### src/rtl/uart_cmd_ctrl.sv
// UART command/response controller: ASCII LED commands in, button-triggered message out.
// Define UART_CMD_ECHO_EN to echo every received byte back to the host.

module uart_rx #(
  parameter int CLKS_PER_BIT = 234
) (
  input  logic       sys_clk,
  input  logic       sys_rst_n,
  input  logic       rx,
  output logic       rx_ready,
  output logic [7:0] rx_data
);
  localparam int CW = $clog2(CLKS_PER_BIT);

  logic [1:0]    sync_q, sync_d;
  logic          busy_q, busy_d, rdy_q, rdy_d;
  logic [CW-1:0] cnt_q, cnt_d, lim;
  logic [3:0]    bit_q, bit_d;
  logic [7:0]    shf_q, shf_d, data_q, data_d;

  always_comb begin
    sync_d = {sync_q[0], rx};
    busy_d = busy_q;
    cnt_d  = cnt_q;
    bit_d  = bit_q;
    shf_d  = shf_q;
    data_d = data_q;
    rdy_d  = 1'b0;
    // Start bit is sampled at half a bit period, every later bit one period on.
    lim    = (bit_q == 4'd0) ? CW'(CLKS_PER_BIT / 2 - 1) : CW'(CLKS_PER_BIT - 1);
    if (!busy_q) begin
      if (!sync_q[1]) begin
        busy_d = 1'b1;
        cnt_d  = '0;
        bit_d  = '0;
      end
    end else if (cnt_q == lim) begin
      cnt_d = '0;
      if (bit_q == 4'd0) begin
        if (sync_q[1]) busy_d = 1'b0;
        else           bit_d  = 4'd1;
      end else if (bit_q == 4'd9) begin
        busy_d = 1'b0;
        if (sync_q[1]) begin
          rdy_d  = 1'b1;
          data_d = shf_q;
        end
      end else begin
        shf_d = {sync_q[1], shf_q[7:1]};
        bit_d = bit_q + 4'd1;
      end
    end else begin
      cnt_d = cnt_q + 1'b1;
    end
  end

  always_ff @(posedge sys_clk or negedge sys_rst_n) begin
    if (!sys_rst_n) begin
      sync_q <= 2'b11;
      busy_q <= 1'b0;
      cnt_q  <= '0;
      bit_q  <= '0;
      shf_q  <= '0;
      data_q <= '0;
      rdy_q  <= 1'b0;
    end else begin
      sync_q <= sync_d;
      busy_q <= busy_d;
      cnt_q  <= cnt_d;
      bit_q  <= bit_d;
      shf_q  <= shf_d;
      data_q <= data_d;
      rdy_q  <= rdy_d;
    end
  end

  assign rx_ready = rdy_q;
  assign rx_data  = data_q;
endmodule

module uart_tx #(
  parameter int CLKS_PER_BIT = 234
) (
  input  logic       sys_clk,
  input  logic       sys_rst_n,
  input  logic       tx_start,
  input  logic [7:0] tx_data,
  output logic       tx,
  output logic       tx_busy
);
  localparam int CW = $clog2(CLKS_PER_BIT);

  logic [CW-1:0] cnt_q, cnt_d;
  logic [3:0]    bit_q, bit_d;
  logic [9:0]    shf_q, shf_d;
  logic          busy_q, busy_d;

  always_comb begin
    cnt_d  = cnt_q;
    bit_d  = bit_q;
    shf_d  = shf_q;
    busy_d = busy_q;
    if (!busy_q) begin
      if (tx_start) begin
        shf_d  = {1'b1, tx_data, 1'b0};
        busy_d = 1'b1;
        cnt_d  = '0;
        bit_d  = '0;
      end
    end else if (cnt_q == CW'(CLKS_PER_BIT - 1)) begin
      cnt_d = '0;
      shf_d = {1'b1, shf_q[9:1]};
      if (bit_q == 4'd9) busy_d = 1'b0;
      else               bit_d  = bit_q + 4'd1;
    end else begin
      cnt_d = cnt_q + 1'b1;
    end
  end

  always_ff @(posedge sys_clk or negedge sys_rst_n) begin
    if (!sys_rst_n) begin
      cnt_q  <= '0;
      bit_q  <= '0;
      shf_q  <= '1;
      busy_q <= 1'b0;
    end else begin
      cnt_q  <= cnt_d;
      bit_q  <= bit_d;
      shf_q  <= shf_d;
      busy_q <= busy_d;
    end
  end

  assign tx      = busy_q ? shf_q[0] : 1'b1;
  assign tx_busy = busy_q;
endmodule

module uart_cmd_ctrl #(
  parameter int           BAUDRATE        = 115200,
  parameter int           CLOCK_FREQ      = 27000000,
  parameter int           LED_W           = 6,
  parameter int           MSG_LEN         = 4,
  parameter logic [127:0] MSG             = 128'h5049_4E47,  // "PING"
  parameter int           DEBOUNCE_CYCLES = 270000
) (
  input  logic             sys_clk,
  input  logic             sys_rst_n,
  input  logic             rx,
  input  logic             button,
  output logic             tx,
  output logic [LED_W-1:0] led,
  output logic             msg_busy,
  output logic             overrun
);
  localparam int CPB = CLOCK_FREQ / BAUDRATE;
  localparam int IW  = (MSG_LEN > 1) ? $clog2(MSG_LEN) : 1;
  localparam int DW  = $clog2(DEBOUNCE_CYCLES + 1);

`ifdef UART_CMD_ECHO_EN
  typedef enum logic [2:0] {S_IDLE, S_LOAD, S_WAIT_HI, S_WAIT_LO, S_ECHO} state_t;
`else
  typedef enum logic [1:0] {S_IDLE, S_LOAD, S_WAIT_HI, S_WAIT_LO} state_t;
`endif

  state_t           state_q, state_d;
  logic             rx_ready, tx_busy;
  logic [7:0]       rx_data, msg_byte;
  logic [1:0]       btn_sync_q, btn_sync_d;
  logic [DW-1:0]    db_cnt_q, db_cnt_d;
  logic             btn_stable_q, btn_stable_d, press;
  logic [LED_W-1:0] led_q, led_d;
  logic [IW-1:0]    idx_q, idx_d;
  logic             echo_q, echo_d;
  logic             tx_start_q, tx_start_d;
  logic [7:0]       tx_data_q, tx_data_d;
`ifdef UART_CMD_ECHO_EN
  logic             echo_pend_q, echo_pend_d, overrun_q, overrun_d;
  logic [7:0]       echo_buf_q, echo_buf_d;
`endif

  uart_rx #(.CLKS_PER_BIT(CPB)) u_rx (
    .sys_clk(sys_clk), .sys_rst_n(sys_rst_n), .rx(rx),
    .rx_ready(rx_ready), .rx_data(rx_data)
  );

  uart_tx #(.CLKS_PER_BIT(CPB)) u_tx (
    .sys_clk(sys_clk), .sys_rst_n(sys_rst_n), .tx_start(tx_start_q),
    .tx_data(tx_data_q), .tx(tx), .tx_busy(tx_busy)
  );

  always_comb begin
    msg_byte = '0;
    for (int i = 0; i < MSG_LEN; i++)
      if (idx_q == IW'(i)) msg_byte = MSG[8*(MSG_LEN-1-i) +: 8];
  end

  always_comb begin
    btn_sync_d   = {btn_sync_q[0], button};
    db_cnt_d     = '0;
    btn_stable_d = btn_stable_q;
    press        = 1'b0;
    // Any sample equal to the stable level restarts the count.
    if (btn_sync_q[1] != btn_stable_q) begin
      if (db_cnt_q == DW'(DEBOUNCE_CYCLES - 1)) begin
        btn_stable_d = btn_sync_q[1];
        press        = ~btn_sync_q[1];
      end else begin
        db_cnt_d = db_cnt_q + 1'b1;
      end
    end

    led_d = led_q;
    if (rx_ready) begin
      for (int i = 0; i < LED_W; i++)
        if (rx_data == 8'(48 + i)) led_d[i] = ~led_q[i];
      case (rx_data)
        8'h41: led_d = '0;
        8'h43: led_d = '1;
        8'h46: begin
          led_d    = '1;
          led_d[0] = 1'b0;
        end
        8'h47: begin
          led_d = '1;
          for (int i = 0; i < LED_W && i < 2; i++) led_d[i] = 1'b0;
        end
        default: ;
      endcase
    end

    state_d    = state_q;
    idx_d      = idx_q;
    echo_d     = echo_q;
    tx_start_d = 1'b0;
    tx_data_d  = tx_data_q;
`ifdef UART_CMD_ECHO_EN
    echo_pend_d = echo_pend_q;
    echo_buf_d  = echo_buf_q;
    overrun_d   = overrun_q;
`endif
    case (state_q)
      S_IDLE: begin
        if (press) begin
          state_d = S_LOAD;
          idx_d   = '0;
          echo_d  = 1'b0;
        end
`ifdef UART_CMD_ECHO_EN
        else if (echo_pend_q) state_d = S_ECHO;
`endif
      end
      S_LOAD: if (!tx_busy) begin
        tx_start_d = 1'b1;
        tx_data_d  = msg_byte;
        state_d    = S_WAIT_HI;
      end
      S_WAIT_HI: if (tx_busy) state_d = S_WAIT_LO;
      S_WAIT_LO: if (!tx_busy) begin
        if (echo_q || idx_q == IW'(MSG_LEN - 1)) begin
          state_d = S_IDLE;
        end else begin
          idx_d   = idx_q + 1'b1;
          state_d = S_LOAD;
        end
      end
`ifdef UART_CMD_ECHO_EN
      S_ECHO: if (!tx_busy) begin
        tx_start_d  = 1'b1;
        tx_data_d   = echo_buf_q;
        echo_pend_d = 1'b0;
        echo_d      = 1'b1;
        state_d     = S_WAIT_HI;
      end
`endif
      default: state_d = S_IDLE;
    endcase

`ifdef UART_CMD_ECHO_EN
    // Arrival is applied after the start-pulse clear, so a byte taken this cycle is not an overrun.
    if (rx_ready) begin
      echo_buf_d = rx_data;
      if (echo_pend_d) overrun_d = 1'b1;
      echo_pend_d = 1'b1;
      if (rx_data == 8'h43) overrun_d = 1'b0;
    end
`endif
  end

  always_ff @(posedge sys_clk or negedge sys_rst_n) begin
    if (!sys_rst_n) begin
      state_q      <= S_IDLE;
      btn_sync_q   <= 2'b11;
      db_cnt_q     <= '0;
      btn_stable_q <= 1'b1;
      led_q        <= '1;
      idx_q        <= '0;
      echo_q       <= 1'b0;
      tx_start_q   <= 1'b0;
      tx_data_q    <= '0;
`ifdef UART_CMD_ECHO_EN
      echo_pend_q  <= 1'b0;
      echo_buf_q   <= '0;
      overrun_q    <= 1'b0;
`endif
    end else begin
      state_q      <= state_d;
      btn_sync_q   <= btn_sync_d;
      db_cnt_q     <= db_cnt_d;
      btn_stable_q <= btn_stable_d;
      led_q        <= led_d;
      idx_q        <= idx_d;
      echo_q       <= echo_d;
      tx_start_q   <= tx_start_d;
      tx_data_q    <= tx_data_d;
`ifdef UART_CMD_ECHO_EN
      echo_pend_q  <= echo_pend_d;
      echo_buf_q   <= echo_buf_d;
      overrun_q    <= overrun_d;
`endif
    end
  end

  assign led      = led_q;
  assign msg_busy = (state_q == S_LOAD || state_q == S_WAIT_HI || state_q == S_WAIT_LO) && !echo_q;
`ifdef UART_CMD_ECHO_EN
  assign overrun  = overrun_q;
`else
  assign overrun  = 1'b0;
`endif
endmodule

### config.mk
export PLATFORM = sky130hd
export DESIGN_NAME = uart_cmd_ctrl
export DESIGN_NICKNAME = d
export VERILOG_FILES = /design/src/rtl/uart_cmd_ctrl.sv
export SDC_FILE = /design/constraint.sdc
export NUM_CORES = 1
export LEC_CHECK = 0
export BUFFER_PORTS_ARGS = -buffer_cell sky130_fd_sc_hd__buf_2
export CAP_MARGIN = 20
export CORE_MARGIN = 2
export CORE_UTILIZATION = 28
export DETAILED_ROUTE_END_ITERATION = 10
export PLACE_DENSITY_LB_ADDON = 0.2
export SLEW_MARGIN = 15
export SYNTH_ARGS = -nofsm -noshare
export SYNTH_HDL_FRONTEND = slang
export SYNTH_SLANG_ARGS = --single-unit
### constraint.sdc
create_clock -name sys_clk -period 3.15 [get_ports sys_clk]
set_clock_uncertainty 0.05 [all_clocks]
set_input_delay 0.1575 -clock sys_clk [delete_from_list [all_inputs] [get_ports sys_clk]]
set_output_delay 0.1575 -clock sys_clk [all_outputs]
set_load 0.05 [all_outputs]
* Yosys cells after proc, flatten, opt, wreduce, memory -nomap -nowiden
Index checks and enable logic that the tools add are counted.
** Cells by class
- Reductions and logical operators :: 28
- Add/subtract/negate cells :: 6
- Equality and inequality tests :: 33
- Mux-type cells :: 62
- Bitwise gates (word level) :: 10
** Operators by type and width (count)
- $mux 8 :: 9
- $eq 8x6->1 const B :: 6
- $mux 4 :: 10
- $mux 19 :: 2
- $eq 8x7->1 const B :: 4
- $mux 10 :: 3
- $reduce_bool 5->1 :: 6
- $mux 1 :: 26
- $pmux 6 s4 :: 1
- $add 19x1->19 const B :: 1
- $eq 19x19->1 const B :: 1
- $ne 2x2->1 const B :: 9
- $reduce_and 2->1 :: 9
- $add 8x1->8 const B :: 2
- $reduce_and 4->1 :: 4
- $mux 2 :: 7
- $mux 7 :: 2
- $not 1->1 :: 10
- $add 4x1->4 const B :: 2
- $eq 2x2->1 const B :: 4
- $eq 4x4->1 const B :: 2
- $eq 8x8->1 :: 1
- $eq 8x8->1 const B :: 1
- $pmux 2 s4 :: 1
- 12 further kinds :: 16
** Storage, ports and cells
- Output and inout bits :: 9
- Bits of input ports :: 4
- Bits in registers :: 96

* Logic depth before layout (Yosys ltp)
- Depth in word-level cells :: 5
- Gate-level depth with buffers :: 8
- Depth with buffers taken out :: 7

* Hierarchy
A second synthesis with hierarchy kept.
** Unflattened totals
- Cell total of the unflattened synthesis :: 462
- Area total of the unflattened synthesis :: 4794.6 µm²
** Modules (own cells, without submodules)
- uart_cmd_ctrl :: instances 1, area each 2143.3 µm², cells each 228
- uart_rx :: instances 1, area each 1517.7 µm², cells each 126
- uart_tx :: instances 1, area each 1133.6 µm², cells each 108

* Worst setup path after synthesis
OpenSTA, ideal clock, no wires.
- Path type :: register to register
- Start :: register u_rx.bit_q[0]
- End :: register u_rx.data_q[0], in the netlist u_rx.rx_data[0]
- Arrival time :: 2163 ps
- Data required time :: 2975 ps
- Buffers on the path :: 1
- Stages on the path, launching flop included :: 9
- Slack :: 812 ps
- Cells stage by stage :: dfrtp_1 > inv_1 > ha_1 > or3b_1 > buf_6 > mux2i_2 > nand2_2 > nor3_4 > mux2_2
** On the way
- Cells in the longest elaborated chain, start to end :: 4
- Elaborated cells between the ends (all ways) :: 6
- Those cells by class :: eq/ne: 2; mux: 1; bitwise: 1; reduce/logical: 2
** Ends and longest elaborated chain
- from (decl) :: RTL line 18 : logic [3:0] bit_q, bit_d;
- from (signal assigned) :: RTL line 70 : bit_q <= bit_d;
- $logic_not 4->1 :: RTL line 30, 39
- $mux 8 :: RTL line 30 : lim = (bit_q == 4'd0) ? CW'(CLKS_PER_BIT / 2 - 1) : CW'(CLKS_PER_BIT - 1);
- $eq 8x8->1 :: RTL line 37 : end else if (cnt_q == lim) begin
- $reduce_and 5->1 (no line) (*)
- to (signal assigned) :: RTL line 72 : data_q <= data_d;
- to (decl) :: RTL line 19 : logic [7:0] shf_q, shf_d, data_q, data_d;
Every way passes the cells marked *; elsewhere a longest branch is shown, timed or not.
A chain may end at the register's enable or synchronous reset.

* Worst setup path in the final report
- Start :: register u_rx.bit_q[0]
- End :: register u_rx.data_q[1], in the netlist u_rx.rx_data[1]
The elaborated chain is that of the path after synthesis.

==> results by stage <==
Power and ir drop:
- The power density over the cells is ~420 nW/µm².
- The switching share of power is 0.214.
- The net load switching power is 0.479 mW.
- The part of the power in combinational logic is 0.020.
- The clock power share is 0.446.
- For this design the static power due to leakage is 2.29 nW.
- The share of total power dissipated in sequential elements is 0.535.
- VDD sags by at most about 0.28 mV.
- The internal power summed over all cells is 1.76 mW.

Global route:
- The first global-routing pass estimated approximately 16000 µm of wire.
- The total overflow reported by the global router is 0.
- The global routing usage on met1 is 0.146.
- The overall routing resource usage is 0.110.
- In the global route stage, met2 resource usage came out at 0.177.
- The via count of the first global-routing pass is 3409.
- Entering global routing, the biggest net connects 51 pins.
- The global routing's busiest layer is met2.
- The global routing usage on met3 is 0.0340.
- The number of antenna violations at the first check in global routing is 0.

Route:
- The vias per cell is 4.77.
- The post-route antenna net violation count is 0.
- The first detailed-routing pass took 4 iterations.
- The number of DRC violations after detailed routing is 0.
- The via total after detailed routing is around 3.5k.
- Dividing the detail-routed wire length by the instance count gives 12.5 µm.
- Summed over all layers, the routed wires come to between 9000 and 10000 µm.
- The detailed router finished its first iteration with 227 violations.

Logic synthesis:
- In the synthesized netlist the dominant register cell turns out to be dfrtp_1.
- Counting flops and latches in the post-synthesis netlist gives 92.
- The number of nets handed over by synthesis was just over 500.
- For this run, the number of Yosys warnings is 0.
- The count of cell types in the netlist is 57.
- Summing every instance area after synthesis gives 4760 µm².
- The cell count after synthesis came out at 484.
- The average cell area after synthesis is 9.83 µm².
- The number of synthesized flops with an enable pin is 0.
- The fraction of registers with async set/reset is 1.00.
- For this run, the register share of the synthesized area comes to 0.489.

Clock network:
- The CTS tree is yes.
- The maximum buffer depth of the clock tree is 2.
- Clock-pin slew was measured on the worst setup and hold paths at 0.06 ns.
- The number of buffers added for setup after CTS is 0.
- Counting the buffers created by CTS gives 9.
- The clock sink count is roughly 90.
- For the worst-skew pair, the clock arrives at the later sink with an insertion delay of 0.34 ns.
- Gates resized during post-CTS repair numbered 0.
- Clock tree synthesis selected as its root buffer the cell clkbuf_16.
- CTS built an H-tree with a depth of 3.
- For this design, the CTS-stage hold fixing added 3 buffers.

Final layout:
- The repair_antennas step left the layout with diodes totalling 0.
- Relative to the synthesized area, the layout overhead comes to 12.9%.
- In the layout the commonest cells are dfrtp_1, nand2_1, nor2_1.
- The finished cells cover 5370 µm².
- Of the cells placed in the final design, the portion with a size suffix greater than 1 is 0.155.
- The most common cell after layout, fill and taps aside is dfrtp_1.
- The net count of the finished layout is 522.
- For this run, the number of standard cells in the final layout without fillers is between 700 and 800.

Timing:
- On the final layout, the worst hold slack is slightly above 0.3 ns.
- The count of pins over their slew limit is 0.
- The share of the clock period used by the worst path after layout is 0.810.
- The final period demand of the worst path is 2.55 ns.
- The headroom to the max-slew limit is 0.533.
- The peak clock frequency supported by timing is 0.392 GHz.
- The setup TNS is 0 ns.
- The worst setup margin is 0.597 ns.
- Setup repair after global routing left no endpoint under its margin.
- The number of setup violations in the final report is 0.
- At the pin with the least slew margin, the transition time is 0.695 ns.
- The number of hold violations in the final report came to 0.

Hold path:
- The worst hold path depth is 0.
- The destination of the worst hold path is btn_sync_q[1]$_DFF_PN1_.
- The worst hold path class is flop to flop.
- The worst hold path begins at btn_sync_q[0]$_DFF_PN1_.

Critical path:
- The minimum setup slack among reg-to-reg paths is 0.60 ns.
- The standard cell with the maximum stage delay on the critical path is or3b_1.
- In this run the critical register-to-register path is launched from u_rx.bit_q[0]$_DFFE_PN0P_.
- For the worst setup path, the data required time is roughly 3.3 ns.
- The worst setup path is launched from a flop.
- The family with the most delay on the worst path is simple AND/OR/NAND/NOR gates.
- The arrival time of the worst setup path is ~2.7 ns.
- The depth of the worst register-to-register path is 7.
- The critical path endpoint category is a flop.
- The maximum net fanout on the critical path is 9.
- On the worst path, the slowest cell contributes a delay of around 0.47 ns.
- The sum of buffers and inverters on the critical path is 1.
- The worst reg2reg path endpoint is u_rx.rx_data[1]$_DFFE_PN0P_.
- The signal on the critical path passes through inv_1 -> ha_1 -> or3b_1 -> mux2i_2 -> nand2_2 -> nor3_4 -> mux2_2.
- The category of the critical setup timing path is flop to flop.

Floorplanning:
- Row generation in the floorplan step produced 47 rows.
- The die is approximately 130 µm tall.
- The core region is 16600 µm².
- The starting density of the core is 0.287.
- The area enclosed by the die boundary is roughly 18000 µm².
- The top-level I/O count is 13.
- The die is 134 µm wide.

Placed design:
- In this run the cell area measured after placement is 5080 µm².
- The worst slack after detailed placement is 0.599 ns.
- Buffers placed on the I/O ports in this run total 11.
- In this run, placement finished with an instance count of roughly 700.
- The placed wire-length estimate is 6150 µm.
- The placer congestion estimate is between 0.8 and 0.9.

Job:
- Across the run, the number of max-cap violations was 0.

Status:
- The run finished with clean final reports.
[per-stage QoR]
stage | power [mW] | utilization
5_1_grt | 2.34 | 0.324
6_report | 2.24 | 0.324
4_1_cts | 2.29 | 0.324
3_3_place_gp | 1.26 | 0.306
3_5_place_dp | 1.26 | 0.306
2_1_floorplan | 1.23 | -
[power by group through the flow]
stage	clock, mW	combinational (mW)	sequential [mW]
after floorplan	0	0.0146	1.21
after global placement	0	0.0441	1.22
after detailed placement	0	0.0446	1.22
after CTS	1.04	0.0478	1.20
after global routing	1.09	0.0527	1.20
final	0.997	0.0443	1.20
[metal layers]
metal | share of wire | up-vias
li1 | - | 1731
met1 | 0.50 | 1671
met2 | 0.46 | 40
met3 | 0.029 | 9
met4 | 0.012 | 0
met5 | 0 | -
[state kept, by name, summed over array words and instances (netlist names), 4 cells and up]
signal	count
db_cnt_q	19
led	6
u_rx.rx_data	8
tx_data_q	5
u_tx.cnt_q	8
u_rx.bit_q	4
u_tx.shf_q	9
u_tx.bit_q	4
u_rx.cnt_q	8
u_rx.shf_q	8
[cell type report]
| class | count | area [µm²] |
|---|---|---|
| fillers | 1744 | 11200 |
| flip-flops and latches | 92 | 2330 |
| multi-input cells | 356 | 2280 |
| well taps | 220 | 275 |
| clock buffers | 14 | 254 |
| repair buffers | 20 | 145 |
| inverters | 20 | 75.1 |
| clock inverters | 2 | 12.5 |
[synthesized netlist by cell type (2+ instances only)]
library cell / number / area, µm²
and2_1: 2 / 12.5
clkbuf_1: 13 / 48.8
nor2_1: 49 / 184
nor4bb_1: 2 / 20.0
dfrtp_1: 72 / 1800
nand2_1: 54 / 203
a31oi_1: 6 / 37.5
mux2i_1: 10 / 100
nand2b_1: 5 / 31.3
nor3_4: 2 / 32.5
a21oi_1: 20 / 100
inv_1: 20 / 75.1
o31ai_1: 5 / 37.5
or3_1: 3 / 18.8
nor2b_1: 7 / 43.8
mux2_2: 22 / 248
nand4_1: 9 / 56.3
ha_1: 19 / 238
dfstp_2: 20 / 526
nor4b_1: 3 / 26.3
nor4_1: 3 / 18.8
o21ai_0: 41 / 205
nor3_1: 10 / 50.1
o22ai_1: 3 / 18.8
xor2_1: 13 / 114
nand3b_1: 3 / 22.5
nand3_1: 25 / 125
a211oi_1: 2 / 15.0
and3_1: 2 / 12.5
xnor2_1: 9 / 78.8
o32ai_1: 2 / 17.5
and4_1: 2 / 17.5
nand4b_1: 2 / 17.5
[worst register-to-register path, cell delays in order, from the launching register on]
cell	delay (ns)
dfrtp_1	0.43
inv_1	0.09
ha_1	0.16
or3b_1	0.47
mux2i_2	0.32
nand2_2	0.12
nor3_4	0.41
mux2_2	0.39
[worst max-delay path by stage]
stage	from	end	slack, ns	cells past startpoint
after floorplan	u_rx.bit_q[0]$_DFFE_PN0P_	u_rx.rx_data[0]$_DFFE_PN0P_	0.81	8
after global placement	u_rx.bit_q[0]$_DFFE_PN0P_	u_rx.rx_data[5]$_DFFE_PN0P_	0.70	7
after detailed placement	u_rx.bit_q[0]$_DFFE_PN0P_	u_rx.rx_data[7]$_DFFE_PN0P_	0.60	7
after CTS	u_rx.bit_q[0]$_DFFE_PN0P_	u_rx.rx_data[1]$_DFFE_PN0P_	0.59	7
after global routing	u_rx.bit_q[0]$_DFFE_PN0P_	u_rx.rx_data[1]$_DFFE_PN0P_	0.42	7
final	u_rx.bit_q[0]$_DFFE_PN0P_	u_rx.rx_data[1]$_DFFE_PN0P_	0.60	7
[cells by family after synthesis]
logic type / share of synthesized area
XOR/XNOR: 0.0405
AND/OR/NAND/NOR: 0.205
AO/OA/AOI/OAI: 0.108
flip-flops: 0.489
buffers and inverters: 0.0308
adder cells (fa/ha/maj): 0.0500
multiplexers: 0.0760
other: 0.000788
(Power assumes the default switching activity.)
